### src/rtl/mm2st.sv
// mm2st: reads pkt_len words from RAM over Avalon-MM and streams them out as one Avalon-ST packet.
// Define MM2ST_PKTCNT_EN to add the pkt_count output (count of completed packets).
module mm2st #(
  parameter int BITSIZE    = 32,
  parameter int EMPTY_SIZE = 2,
  parameter int ADDR_WIDTH = 9
) (
  input  logic                  clk,
  input  logic                  rst_n,
`ifdef MM2ST_PKTCNT_EN
  output logic [15:0]           pkt_count,
`endif
  input  logic                  start,
  input  logic [ADDR_WIDTH:0]   pkt_len,
  input  logic [EMPTY_SIZE-1:0] last_empty,
  output logic                  busy,
  output logic                  done,
  output logic [ADDR_WIDTH-1:0] mm_address,
  output logic                  mm_chipselect,
  output logic                  mm_read,
  input  logic [BITSIZE-1:0]    mm_readdata,
  input  logic                  mm_waitrequest_n,
  output logic [BITSIZE-1:0]    st_data,
  output logic                  st_valid,
  input  logic                  st_ready,
  output logic                  st_startofpacket,
  output logic                  st_endofpacket,
  output logic [EMPTY_SIZE-1:0] st_empty
);
  typedef enum logic [1:0] {IDLE, READ, DRAIN, DONE} state_t;
  localparam logic [ADDR_WIDTH:0] ONE = 1;
  state_t                  state_q, state_d;
  logic [ADDR_WIDTH:0]     len_q, len_d, issued_q, issued_d, beat_q, beat_d;
  logic [EMPTY_SIZE-1:0]   empty_q, empty_d;
  logic                    inflight_q, inflight_d, wr_q, wr_d, rd_q, rd_d;
  logic                    busy_q, busy_d, done_q, done_d;
  logic [1:0]              cnt_q, cnt_d;
  logic [BITSIZE-1:0]      mem_q [2];
  logic [BITSIZE-1:0]      mem_d [2];
  logic                    accept, pop, eop;
`ifdef MM2ST_PKTCNT_EN
  logic [15:0]             pkt_count_q, pkt_count_d;
  assign pkt_count = pkt_count_q;
`endif
  assign busy             = busy_q;
  assign done             = done_q;
  assign mm_address       = issued_q[ADDR_WIDTH-1:0];
  assign mm_chipselect    = mm_read;
  assign st_valid         = cnt_q != 2'd0;
  assign st_data          = mem_q[rd_q];
  assign eop              = st_valid && beat_q == len_q - ONE;
  assign st_startofpacket = st_valid && beat_q == '0;
  assign st_endofpacket   = eop;
  assign st_empty         = eop ? empty_q : '0;
  assign pop              = st_valid && st_ready;
  // Credit counts words already buffered or in flight, so the 2-entry FIFO can never overflow.
  assign mm_read = state_q == READ && issued_q < len_q &&
                   ({1'b0, cnt_q} + {2'b0, inflight_q} - {2'b0, pop}) < 3'd2;
  assign accept  = mm_read && mm_waitrequest_n;
  always_comb begin
    state_d    = state_q;
    len_d      = len_q;
    empty_d    = empty_q;
    issued_d   = accept ? issued_q + ONE : issued_q;
    beat_d     = pop ? beat_q + ONE : beat_q;
    inflight_d = accept;
    mem_d      = mem_q;
    wr_d       = inflight_q ? ~wr_q : wr_q;
    rd_d       = pop ? ~rd_q : rd_q;
    cnt_d      = (inflight_q && !pop) ? cnt_q + 2'd1 :
                 (!inflight_q && pop) ? cnt_q - 2'd1 : cnt_q;
    if (inflight_q) mem_d[wr_q] = mm_readdata;
    case (state_q)
      IDLE: if (start && pkt_len != '0) begin
        state_d  = READ;
        len_d    = pkt_len;
        empty_d  = last_empty;
        issued_d = '0;
        beat_d   = '0;
      end
      READ:    if (accept && issued_q + ONE == len_q) state_d = DRAIN;
      DRAIN:   if (pop && eop) state_d = DONE;
      default: state_d = IDLE;
    endcase
    busy_d = state_d == READ || state_d == DRAIN;
    done_d = state_d == DONE;
`ifdef MM2ST_PKTCNT_EN
    pkt_count_d = done_d ? pkt_count_q + 16'd1 : pkt_count_q;
`endif
  end
  always_ff @(posedge clk or negedge rst_n) begin
    if (!rst_n) begin
      state_q    <= IDLE;
      len_q      <= '0;
      empty_q    <= '0;
      issued_q   <= '0;
      beat_q     <= '0;
      inflight_q <= 1'b0;
      wr_q       <= 1'b0;
      rd_q       <= 1'b0;
      cnt_q      <= 2'd0;
      busy_q     <= 1'b0;
      done_q     <= 1'b0;
      mem_q[0]   <= '0;
      mem_q[1]   <= '0;
`ifdef MM2ST_PKTCNT_EN
      pkt_count_q <= '0;
`endif
    end else begin
      state_q    <= state_d;
      len_q      <= len_d;
      empty_q    <= empty_d;
      issued_q   <= issued_d;
      beat_q     <= beat_d;
      inflight_q <= inflight_d;
      wr_q       <= wr_d;
      rd_q       <= rd_d;
      cnt_q      <= cnt_d;
      busy_q     <= busy_d;
      done_q     <= done_d;
      mem_q[0]   <= mem_d[0];
      mem_q[1]   <= mem_d[1];
`ifdef MM2ST_PKTCNT_EN
      pkt_count_q <= pkt_count_d;
`endif
    end
  end
endmodule

### config.mk
export PLATFORM = sky130hd
export DESIGN_NAME = mm2st
export DESIGN_NICKNAME = d
export VERILOG_FILES = /design/src/rtl/mm2st.sv
export SDC_FILE = /design/constraint.sdc
export NUM_CORES = 1
export LEC_CHECK = 0
export CELL_PAD_IN_SITES_DETAIL_PLACEMENT = 1
export CELL_PAD_IN_SITES_GLOBAL_PLACEMENT = 2
export CORE_UTILIZATION = 37
export CTS_CLUSTER_SIZE = 16
export DETAILED_ROUTE_END_ITERATION = 10
export PLACE_DENSITY = 0.93
export SETUP_SLACK_MARGIN = 0.5
export SLEW_MARGIN = 20
export SYNTH_ARGS = -nofsm -noshare
export SYNTH_HDL_FRONTEND = slang
export SYNTH_SLANG_ARGS = --single-unit
### constraint.sdc
create_clock -name clk -period 6.9 [get_ports clk]
set_input_delay 2.07 -clock clk [delete_from_list [all_inputs] [get_ports clk]]
set_output_delay 2.07 -clock clk [all_outputs]
set_load 0.005 [all_outputs]
======== Word-level counts from Yosys, hierarchy flattened ========
Cells that the tools add are included.
storage, ports and cells
  bits in registers ....................... 105
  input port bits ......................... 49
  word-level logic and storage cells ...... 76
cells by class
  order comparisons ....................... 5
  bitwise gates (word level) .............. 4
  reductions and logical operators ........ 21
  add/subtract/negate cells ............... 7
  eq/ne operators ......................... 7
  multiplexer cells ....................... 19
operators by type and width
  kind                                                         count
  two-way mux 32 bit                                           4
  bitwise mux 64 bit                                           1
  two-way mux 10 bit                                           6
  demux 32 bit (select 1 bit)                                  1
  adder 10 x 1 -> 10 bit (second input constant)               2
  == test 10 bit                                               2
  logical AND 1 bit                                            12
  two-way mux 2 bit                                            6
  zero test 10 bit                                             1
  less-than comparator 10 bit                                  1
  nonzero test 10 bit                                          1
  subtractor 10 x 1 -> 10 bit (second input constant)          1
  == test 2 bit (second input constant)                        3
  case mux 2 bit (3 select lines)                              1
  == test 2 x 1 -> 1 bit (second input constant)               2
  >= comparator 2 bit (second input constant)                  2
  NOT 1 -> 2 bit                                               2
  nonzero test 2 bit                                           2
  adder 2 x 1 -> 3 bit                                         1
  less-than comparator 3 x 2 -> 1 bit (second input constant)  1
  subtractor 3 x 1 -> 3 bit                                    1
  adder 2 x 1 -> 2 bit (second input constant)                 1
  zero test 1 bit                                              2
  zero test 2 bit                                              1
  5 further kinds                                              6

======== Logic depth before layout (Yosys ltp) ========
Gate-level depths: netlist of the first run.
  depth in word-level cells ............... 11
  mapped depth ............................ 14
  gate-level depth less buffers ........... 13

======== Least setup slack after synthesis of the first run ========
Ideal clock, no wire load.
  path kind ............................... input-to-output
  from .................................... in st_ready
  to ...................................... out mm_read
  required time ........................... 4830 ps
  slack ................................... 1070 ps
  stages on the path ...................... 9
  data arrival time ....................... 3760 ps
  cell sequence ........................... nand2_1 > inv_2 > ha_1 > nand2b_1 > fa_1 > xor2_1 > nor3b_1 > and4_1 > buf_4
between the ends
  longest elaborated chain between the ends .. 4
ends and longest elaborated chain
  what                                 RTL line  RTL
  start, declared                      25        input logic st_ready,
  logical AND 1 bit                    55        assign pop = st_valid && st_ready;
  via pop                              40        logic accept, pop, eop;
  subtractor 3 x 1 -> 3 bit            58        ({1'b0, cnt_q} + {2'b0, inflight_q} - {2'b0, pop}) < 3'd2;
  less-than comparator 3 x 2 -> 1 bit  58
  logical AND 1 bit                    57        assign mm_read = state_q == READ && issued_q < len_q &&
  end, declared                        20        output logic mm_read,
The timed path passes the listed nets, and every way through them passes these cells.

======== Final worst setup path of the first run ========
Ends and elaborated chain as after synthesis.

==> results.md, run 1 <==
* Outcome: complete, but fails checks
* Failing checks: DRC
* Diodes inserted at 0
* Via count at 4077
* Post-synth EDFFs at 0
* Async set-reset flop share out of synthesis at 100.0%
* Startpoint types: input port
* Top achievable clock speed at 158.7 MHz
* CTS hold repair buffers at 0
* Worst Setup Slack, final at 599.0 ps
* IO Count at 99
* Die area at 15690 sq um
* Via count of the first global-routing pass at 4533
* Antenna viol nets, final at 0
* Top post-synthesis cells by area: dfrtp_1 47%, mux2_2 17%, ha_1 3.8%
* H-Tree Depth at 3
* Final setup vio count at 0
* Initial DRC count at 206
* Layout area overhead at 24.53%
* CTS Buf Count at 9
* DR pass1 iterations at 9
* Pwr dens at 434.5 nW/um^2
* Hold Path Class: reg2reg
* Leading area contributor after synthesis: dfrtp_1
* DIE HEIGHT at 125.3 um
* Post-DR wirelength/cell at 18.42 um
* Nets@finish at 643
* Sink Count at 105
* Sequential-to-total area share from yosys stat at 46.75%
* Fin cells at 765
* RSZ-0062 raised after global routing: true
* Layout cells sized above 1 at 21.34%
* Largest net degree at the start of global routing at 60
* Worst slew pin tran at 758.9 ps
* Post-DP Area at 6701 sq um
* Critical Path RT at 4830 ps
* GPL Wtd Cong at 0.8018
* Skew-Pair Late Insertion Delay at 350 ps
* Clk root buf: clkbuf_16
* Gate Count Post-Synth at 495
* Post-synthesis cell area at 5620 sq um
* Starting Density at 38.24%
* Tmin final at 6301 ps
* CP Max Fanout at 2
* Worst r2r path cells at 13
* Total GRT Usage at 19.39%
* Max_slew headroom at 49.41%
* Max cap viols at 0
* Critical path class: in2out
* Number of cells on the worst hold path at 1
* Initial antenna violation count at 0
* FF/Latch Area at 2628 sq um
* Fin Clk Skew at 5.839 ps
* First-pass GRT wire length at 23.97 mm
* Critical path arrival at 4230 ps
* Overflow left after global routing at 0
* DP Cell Count at 749
* Syn nets at 562
* Row cnt at 44
* Postcts setup bufs at 0
* DP Wirelength at 10.15 mm
* Fin crit share at 91.32%
* WHS at 493.6 ps
* CTS tree: built
* Critical Path Sink Type: primary output
* Via-per-instance ratio at 5.329
* CTS clk-pin slew, worst paths at 70 ps
* Cell area after layout at 6999 sq um
* Fillcell total at 1558
* Max-slew violations at 0
* Multi-input logic area at 2723 sq um
* Buffer depth of the longest clock path at 2
* Number of buffers added on ports at 98
* DRC Markers at 8
* Post-synth top area share at 46.75%
* LEAKAGE at 2.864 nW
* Synth Register Bits at 105
* Final-report hold violation count at 0
* Ys Warns at 0
* VDD IR max at 0.1517 mV
* Core box area at 14700 sq um
* Syn avg cell area at 11.35 sq um
* Die extent in x at 125.3 um
* Synth cell types at 61
* Setup slack at placement at 132.3 ps
* Setup TNS at 0 ps
* Drt total wl at 14.09 mm
* Main flop type after synthesis: dfrtp_1
==> area by class of cell <==
type	instances	area share (%)
clock inverter	7	0.9296
timing repair buffer	106	14.84
tap	184	3.289
clock buffer	9	3.218
inverter	24	1.287
multi-input combinational	330	38.90
sequential	105	37.54
==> cells in the mapped netlist (4+ instances only) <==
| library cell | n |
|---|---|
| ha_1 | 17 |
| buf_1 | 6 |
| mux2_1 | 12 |
| buf_2 | 5 |
| nand2b_1 | 4 |
| xnor2_1 | 15 |
| a31oi_1 | 7 |
| o21ai_1 | 10 |
| nor2_1 | 24 |
| mux2_2 | 86 |
| buf_4 | 11 |
| dfrtp_1 | 105 |
| or3_1 | 5 |
| clkbuf_1 | 13 |
| xor2_1 | 18 |
| o21ai_0 | 13 |
| nand3_1 | 6 |
| nand4_1 | 10 |
| nand2_1 | 28 |
| a211oi_1 | 4 |
| inv_1 | 23 |
| nor3_1 | 4 |
| a21oi_1 | 13 |
==> metal layers <==
metal / wire length, um / vias up / global-route usage, % / part of all wire [%]
met5: 0 / - / 0 / 0
met4: 296 / 0 / 7.245 / 2.1
met3: 465 / 21 / 3.423 / 3.3
met2: 7029 / 79 / 33.06 / 50
met1: 6299 / 2060 / 24.60 / 45
li1: - / 1917 / - / -
==> where the power goes <==
part	switching, W	internal [W]
Clock	0.000253	0.000252
Sequential	0.000235	0.000881
Combinational	0.000587	0.000833
Total	0.00107	0.00197
==> sequential cells by signal, indices dropped and copies added (netlist names) <==
name,cells
state_q,2
mem_q,64
inflight_q,1
empty_q,2
busy,1
issued_q,10
cnt_q,2
rd_q,1
len_q,10
done,1
beat_q,10
wr_q,1
==> layout by cell type (no fill, tap or decap), drive strengths merged, types with 3 or more instances in the layout <==
cell type and count:
a31oi 7, mux2 98, nand4 10, buf 9
clkinv 3, nor2b 3, xnor2 15, and2 3
nor3 6, a21oi 13, clkdlybuf4s50 95, and4 3
nor4 3, a21o 3, nand2b 4, clkbuf 9
and3 3, ha 17, inv 26, xor2 18
a2111oi 3, nor2 24, nand2 29, dfrtp 105
a211oi 4, nand3 7, o21ai 23, or3 6
==> cells by family after synthesis <==
kind of cell | count (synthesis) | synth area share, %
AO/OA/AOI/OAI | 72 | 8.749
adder cells (fa/ha/maj) | 18 | 4.141
flip-flops | 105 | 46.75
multiplexers | 98 | 19.63
AND/OR/NAND/NOR | 109 | 10.60
buffers and inverters | 60 | 4.986
XOR/XNOR | 33 | 5.143
==> final timing paths <==
| kind | start | endpoint | slack [ps] |
|---|---|---|---|
| max | st_ready | mm_read | 600 |
| max in group asynchronous | rst_n | mem_q[45] | 4000 |
| min reg2reg | mem_q[40] | mem_q[40] | 490 |
| max reg2reg | cnt_q[0] | busy | 3070 |
| min in group asynchronous | rst_n | issued_q[0] | 1720 |
| min | mem_q[40] | mem_q[40] | 490 |
==> stage by stage <==
step	utilization [%]	power, W
floorplan	-	0.001946
global placement	45.59	0.002467
detailed placement	45.59	0.002553
CTS	47.60	0.003075
global route	47.62	0.003264
finish	47.62	0.003041
==> worst max-delay path, cell delays in order <==
cell             delay, ps
clkdlybuf4s50_1        460
nand2_1                 80
inv_2                   70
ha_1                   210
nand2b_1               160
fa_2                   340
xor2_1                 170
nor3b_2                220
and4_1                 240
clkdlybuf4s15_1        210
==> repair_timing <==
| action | 4_1_cts | 5_1_grt |
|---|---|---|
| gates resized for setup | 4 | 2 |
| setup endpoints to repair | 2 | 2 |
| pin swaps | 2 | 2 |
(Power assumes the default switching activity.)
==> inputs of run 2 (changes only) <==
--- a/config.mk
+++ b/config.mk
@@ -11,8 +11,9 @@
 export CTS_CLUSTER_SIZE = 16
 export DETAILED_ROUTE_END_ITERATION = 10
 export PLACE_DENSITY = 0.93
+export RECOVER_POWER = 50
 export SETUP_SLACK_MARGIN = 0.5
-export SLEW_MARGIN = 20
+export SLEW_MARGIN = 0
 export SYNTH_ARGS = -nofsm -noshare
 export SYNTH_HDL_FRONTEND = slang
 export SYNTH_SLANG_ARGS = --single-unit
==> run 2 against run 1 <==
The flow finishes with violations (DRC, capacitance limit, slew limit). Final cell count is 0.26% higher. Worst setup slack worse by 130 ps. Highest routed layer unchanged. Global-route usage stayed put. Die area stayed put. Cell area decreased by 0.13%. Largest power group unchanged. Clock skew rose by 1.8 ps. Count of clock-buffer cells in the layout stayed put. First-iteration DRC count down 10%.
==> results.md, run 2 (synthesis results as in run 1) <==
* Max_slew headroom at -71.54%
* Failing checks: DRC, capacitance limit, slew limit
* Layout area overhead at 24.38%
* CP Depth at 10
* CTS hold repair buffers at 0
* Die extent in x at 125.3 um
* Nets@finish at 643
* Reg with most FFs: mem_q
* Fin crit share at 93.15%
* Min-delay src: mem_q[40]
* Via count of the first global-routing pass at 4533
* Leading cell type in the layout, fill and taps excluded: dfrtp_1
* Critical path arrival at 4360 ps
* CTS tree: built
* Crit path max-delay family: buffers and inverters
* Buffer depth of the longest clock path at 2
* Max-slew violations at 48
* Antenna viol nets, final at 0
* Final-report hold violation count at 0
* Layout cells sized above 1 at 20.83%
* DP Wirelength at 10.15 mm
* Die area at 15690 sq um
* RSZ-0062 raised after global routing: true
* Number of buffers added on ports at 98
* Power Total at 0.003036 W
* Worst r2r src: cnt_q[0]
* Fin util at 47.56%
* Fin Clk Skew at 7.670 ps
* Via count at 4066
* Sink Count at 105
* Pwr dens at 434.2 nW/um^2
* Slowest stage delay, CP at 540 ps
* Setup TNS at 0 ps
* Hold EP: mem_q[40]
* Most frequent cells in the layout: 105 x dfrtp_1, 86 x mux2_2, 62 x clkdlybuf4s50_1
* LEAKAGE at 2.861 nW
* Post-DR wirelength/cell at 18.43 um
* Largest net degree at the start of global routing at 60
* Max FFs per register at 64
* DR pass1 iterations at 9
* Critical Path RT at 4830 ps
* Outcome: complete, but fails checks
* DRC Markers at 16
* First-pass GRT wire length at 23.97 mm
* Core box area at 14700 sq um
* H-Tree Depth at 3
* Buf+Inv Stages, Crit Path at 3
* Number of cells on the worst hold path at 1
* Row cnt at 44
* Worst r2r path cells at 13
* Hold Path Class: reg2reg
* Flop2flop setup slack at 3090 ps
* Total GRT Usage at 19.39%
* Critical path class: in2out
* DIE HEIGHT at 125.3 um
* GPL Wtd Cong at 0.8018
* Critical Path Sink Type: primary output
* CTS Buf Count at 9
* Worst slew pin tran at 2573 ps
* CP Max Fanout at 2
* CTS clk-pin slew, worst paths at 70 ps
* IO Count at 99
* Tmin final at 6428 ps
* Clk root buf: clkbuf_16
* Starting Density at 38.24%
* Overflow left after global routing at 0
* Drt total wl at 14.14 mm
* Skew-Pair Late Insertion Delay at 360 ps
* Final setup vio count at 0
* Initial antenna violation count at 1
* Slowest-stage cell, CP: dlygate4sd3_1
* Via-per-instance ratio at 5.301
* Max cap viols at 1
* Initial DRC count at 185
* VDD IR max at 0.1522 mV
* Startpoint types: input port
* Top achievable clock speed at 155.6 MHz
* CP cell instances: dlygate4sd3_1, nand2_1, inv_2, ha_1, nand2b_1, fa_2, xor2_1, nor3b_2, and4_1, clkdlybuf4s15_1
* Reg-to-Reg End: busy
run 2: changes by cell type in the layout (fill, tap and decap cells not counted):
cell,previous run,this run
diode_2,0,2
clkdlybuf4s50_1,95,62
buf_4,9,5
dlygate4sd3_1,0,33
clkbuf_2,0,1
clkbuf_1,0,3
run 2: per-layer routing:
| metal | vias up | share of wire [%] | GRT usage [%] |
|---|---|---|---|
| met2 | 74 | 50 | 33.06 |
| met3 | 24 | 3.2 | 3.423 |
| met4 | 0 | 2.2 | 7.245 |
| met1 | 2052 | 45 | 24.60 |
| met5 | - | 0 | 0 |
| li1 | 1916 | - | - |
run 2: timing repair:
action | in CTS | in global routing
setup buffers | 0 | 0
resized for setup | 4 | 2
pin swaps | 2 | 2
setup endpoints to repair | 2 | 2
run 2: area by class of cell:
| cell class | instances | area (sq um) |
|---|---|---|
| antenna | 2 | 5.005 |
| clock buffer | 9 | 225.2 |
| clock inverter | 7 | 65.06 |
| fill | 1562 | 7709 |
| inverter | 24 | 90.09 |
| multi-input combinational | 330 | 2723 |
| sequential | 105 | 2628 |
| tap | 184 | 230.2 |
| timing repair buffer | 106 | 1025 |
run 2: report_power, final:
group / switching [W] / leakage, nW / internal (W) / total, W
logic: 0.000586 / 1.45 / 0.000826 / 0.00141
registers: 0.000235 / 1.28 / 0.000882 / 0.00112
clock network: 0.000255 / 0.137 / 0.000252 / 0.000507
total: 0.00108 / 2.86 / 0.00196 / 0.00304
run 2: worst max path at each step:
stage,from,to,slack [ps]
after CTS,st_ready,mm_read,540
after global placement,st_ready,mm_chipselect,140
after global routing,st_ready,mm_read,370
after floorplan,st_ready,mm_read,1070
final,st_ready,mm_read,470
after detailed placement,st_ready,mm_read,130
run 2: per-stage QoR:
stage	hold slack [ps]	cells	worst slack [ps]	cell area [sq um]
after CTS	496.5	765	537.4	6997
final	492.7	767	472.3	6990
after global placement	462.9	749	138.3	6701
after floorplan	448.9	495	1070	5620
after global routing	513.7	766	366.0	6988
after detailed placement	479.1	749	132.3	6701
